File: config.mk
export PLATFORM = sky130hd
export DESIGN_NAME = priority_encoder_16to4
export DESIGN_NICKNAME = d
export VERILOG_FILES = /design/src/rtl/priority_encoder_16to4.sv
export SDC_FILE = /design/constraint.sdc
export NUM_CORES = 1
export LEC_CHECK = 0
export BUFFER_PORTS_ARGS = -buffer_cell sky130_fd_sc_hd__buf_2
export CORE_ASPECT_RATIO = 0.6
export CORE_MARGIN = 2
export CORE_UTILIZATION = 30
export CTS_CLUSTER_SIZE = 28
export DETAILED_ROUTE_END_ITERATION = 10
export HOLD_SLACK_MARGIN = 0.06
export SKIP_CTS_REPAIR_TIMING = 1
export SYNTH_ARGS = -nofsm -noshare
export SYNTH_HDL_FRONTEND = slang
export SYNTH_SLANG_ARGS = --single-unit
export TNS_END_PERCENT = 20
File: constraint.sdc
create_clock -name Clk -period 6.5 [get_ports Clk]
set_clock_uncertainty 0.2 [all_clocks]
set_input_delay 1.3 -clock Clk [delete_from_list [all_inputs] [get_ports Clk]]
set_output_delay 1.3 -clock Clk [all_outputs]
set_load 0.005 [all_outputs]
File: src/rtl/priority_encoder_16to4.sv
// Sequential 16-to-4 priority encoder with sticky request latching and a valid/ack handshake.
// Define PRIORITY_ENCODER_ROUND_ROBIN_EN for rotating priority; otherwise the lowest index wins.
//
// state   | meaning
// --------+-------------------------------------------------------------
// IDLE    | no index presented; grant from Pending | Req_In when nonzero
// PRESENT | Enc_Out holds a granted index until Enc_Ack
module priority_encoder_16to4 (
    input  logic        Clk,
    input  logic        Rst_n,
    input  logic [15:0] Req_In,
    input  logic        Enc_Ack,
    output logic [3:0]  Enc_Out,
    output logic        Enc_Valid,
    output logic [15:0] Pending
);

    typedef enum logic {
        IDLE    = 1'b0,
        PRESENT = 1'b1
    } state_t;

    state_t      state_q, state_d;
    logic [15:0] pending_q, pending_d;
    logic [3:0]  enc_out_q, enc_out_d;
    logic        enc_valid_q, enc_valid_d;
    logic [15:0] cand;
    logic [3:0]  search_base;
    logic [3:0]  winner;
    logic        found;

`ifdef PRIORITY_ENCODER_ROUND_ROBIN_EN
    logic [3:0] ptr_q, ptr_d;

    assign search_base = ptr_q;
`else
    assign search_base = 4'd0;
`endif

    assign cand = pending_q | Req_In;

    // First set bit scanning upward from search_base, wrapping 15 -> 0.
    always_comb begin
        logic [3:0] idx;
        winner = 4'd0;
        found  = 1'b0;
        idx    = 4'd0;
        for (int i = 0; i < 16; i++) begin
            idx = search_base + i[3:0];
            if (!found && cand[idx]) begin
                winner = idx;
                found  = 1'b1;
            end
        end
    end

    always_comb begin
        state_d     = state_q;
        pending_d   = pending_q;
        enc_out_d   = enc_out_q;
        enc_valid_d = enc_valid_q;
`ifdef PRIORITY_ENCODER_ROUND_ROBIN_EN
        ptr_d       = ptr_q;
`endif
        case (state_q)
            IDLE: begin
                pending_d = cand;
                if (found) begin
                    pending_d[winner] = 1'b0;
                    enc_out_d         = winner;
                    enc_valid_d       = 1'b1;
                    state_d           = PRESENT;
`ifdef PRIORITY_ENCODER_ROUND_ROBIN_EN
                    ptr_d             = winner + 4'd1;
`endif
                end
            end
            PRESENT: begin
                // A re-request of the presented index re-pends rather than merging into it.
                pending_d = cand;
                if (Enc_Ack) begin
                    enc_valid_d = 1'b0;
                    state_d     = IDLE;
                end
            end
            default: begin
                state_d     = IDLE;
                enc_valid_d = 1'b0;
            end
        endcase
    end

    always_ff @(posedge Clk) begin
        if (!Rst_n) begin
            state_q     <= IDLE;
            pending_q   <= 16'h0000;
            enc_out_q   <= 4'h0;
            enc_valid_q <= 1'b0;
        end else begin
            state_q     <= state_d;
            pending_q   <= pending_d;
            enc_out_q   <= enc_out_d;
            enc_valid_q <= enc_valid_d;
        end
    end

`ifdef PRIORITY_ENCODER_ROUND_ROBIN_EN
    always_ff @(posedge Clk) begin
        if (!Rst_n) begin
            ptr_q <= 4'd0;
        end else begin
            ptr_q <= ptr_d;
        end
    end
`endif

    assign Enc_Out   = enc_out_q;
    assign Enc_Valid = enc_valid_q;
    assign Pending   = pending_q;

endmodule

==> reports/qor.yml <==
status: "finished clean"
slowest_delay_ns: 0.50
start_util_pct: 31.7
syn_area_per_cell_um2: 9.46
rsz0062_at_grt: "false"
fin_nets: 171
hold_slack_ns: 0.274
path_class: "input pin to flip-flop"
finalWorstSetupSlack_ns: 3.15
ys_seq_elements: 22
period_needed_ns: 3.35
clk-insertion-delay-late_ns: 0.26
critPathArrivalTime_ns: 3.30
core_um2: 3280
ir_worst_vdd_mv: 0.0867
critical_path.slowest_cell: "nor4_1"
grt_pass1_vias: 1047
max_freq_ghz: 0.299
drive_gt1_share_pct: 35.8
wire_per_inst_um: 16.3
cts_sinks: 22
worst_setup_path_start_kind: "input pin"
cp.required_ns: 6.46
syn_to_final_growth_pct: 28.0
vias: 1133
ctsHtreeMaxLevel: 1
drc: 0
ys_seq_area_share_pct: 42.3
crit_fanout: 8
slew_headroom_pct: 50.9
antenna_cells: 0
routabilityCongestion: 0.903
antenna_found_initial: 0
clockBufferDepth: 2
rows: 16
p_per_area_nw_per_um2: 231
worstMarginPinSlew_ns: 0.726
ant_nets: 0
portBuffers: 39
path_cells: "buf_2 -> nor4_1 -> and4_1 -> o311ai_1 -> o311a_4 -> a311oi_1"
leakage_uw: 0.000562
finalCritPeriodShare_pct: 51.5
grt.total_usage_pct: 16.5
drv_cap: 0
synth_area_um2: 1040
num_io_pins: 40
report.final.hold_viol_count: 0
grt_start_max_net_pins: 14
hp-class: "flip-flop to flip-flop"
crit_cells: 6
cts_buffers: 3
path_delay_family: "simple AND/OR/NAND/NOR gates"
routed_via_density: 5.78
tns_ns: 0
drtPass1Iterations: 4
yosysUniqueCellTypes: 35
hpwl_um: 2490
path_buf_inv: 1
cts_tree: "yes"
syn_inst: 110
slew_violations: 0
dpl_worst_slack_ns: 3.02
wl_um: 3190
worstSetupEndpointType: "flip-flop"
min_path_cells: 1
die_height_um: 49.6
setup_viol: 0
die_w_um: 80.1
synth_nets: 129
clk_pin_slew_ns: 0.08
grt_overflow_total: 0
reg2reg_depth: 5
dr.first_iter.drc_count: 115
grt_pass1_wl_um: 5030
yosysWarningCount: 0
dieArea_um2: 3970
cts_root_buffer: "clkbuf_8"
worst reg2reg max path: cells and delay by family, from the launching register on:
kind	cells	cell delay, ns
AND/OR/NAND/NOR	2	0.99
flip-flops	1	0.34
AO/OA/AOI/OAI	3	0.91
report_power, final:
part / total, uW / internal (uW) / switching, uW
Clock: 101 / 54.1 / 47.1
Combinational: 53.1 / 22.8 / 30.3
Sequential: 153 / 145 / 8.59
Total: 308 / 222 / 86.0
layout make-up:
type / count / area [um^2]
inverter: 2 / 7.51
clock buffer: 4 / 55.1
tap: 45 / 56.3
fill: 340 / 1950
sequential: 22 / 440
timing repair buffer: 39 / 195
multi-input combinational: 84 / 578
cells in the mapped netlist:
master	count	share of area (%)
dfxtp_1	22	42
nor2_1	12	4.3
a311oi_1	10	8.4
o21ai_0	9	4.3
a31oi_1	8	4.8
nor4_1	5	3.0
a21oi_1	4	1.9
nand2_1	3	1.1
or2_2	3	1.8
and4_1	2	1.7
inv_1	2	0.72
nand2b_1	2	1.2
nor3_1	2	0.96
nor4_2	2	2.4
o21a_1	2	1.4
o31ai_1	2	1.4
or4_1	2	1.4
a211oi_1	1	0.72
a32oi_1	1	0.84
a41o_1	1	0.96
and2_1	1	0.60
and3_1	1	0.60
and4b_1	1	0.96
buf_6	1	1.1
clkbuf_1	1	0.36
nand2_4	1	1.1
nand3_1	1	0.48
nand4_1	1	0.60
nor2_4	1	1.1
nor3b_1	1	0.72
o221a_2	1	1.1
o311a_4	1	2.0
o311ai_1	1	0.84
o311ai_2	1	1.6
or4_4	1	1.1
registers in the layout, summed over array words and instances (netlist names):
name and flops:
Enc_Out 4, Enc_Valid 1, Pending 16, state_q 1
per-stage QoR:
stage          total power, uW  area (um^2)  util [%]  instances
2_1_floorplan              182         1040         -        110
3_3_place_gp               208         1280      38.9        192
3_5_place_dp               208         1280      38.9        192
4_1_cts                    308         1330      40.6        196
5_1_grt                    321         1330      40.6        196
6_report                   308         1330      40.6        196
routing by layer:
metal	track usage (%)	routed length (um)
met5	0	0
met2	21.5	1220
met1	25.2	1570
met3	5.68	359
met4	4.80	43
cell usage in the layout (no fill, tap or decap), types with 3 or more instances in the layout:
cell type,Yosys,final
clkbuf_8,0,4
buf_2,0,39
or2_2,3,3
a21oi_1,4,4
a31oi_1,8,8
nor2_1,12,12
nor4_1,5,5
dfxtp_1,22,22
a311oi_1,10,10
o21ai_0,9,9
nand2_1,3,3
worst paths after layout:
kind | slack (ns) | startpoint | to
setup / recovery | 3.15 | Req_In[6] | Pending[8]
hold / removal | 0.27 | Enc_Valid | Enc_Valid
setup reg to reg | 3.96 | Pending[6] | Pending[8]
hold reg to reg | 0.27 | Enc_Valid | Enc_Valid
cell families (layout without fill, tap and decap cells):
| kind of cell | after synthesis | count (layout) | synth area share, % |
|---|---|---|---|
| AND/OR/NAND/NOR | 42 | 42 | 25.1 |
| buffers and inverters | 4 | 45 | 2.16 |
| AO/OA/AOI/OAI | 42 | 42 | 30.4 |
| flip-flops | 22 | 22 | 42.3 |
No activity file was read; power rests on OpenSTA's default activity.
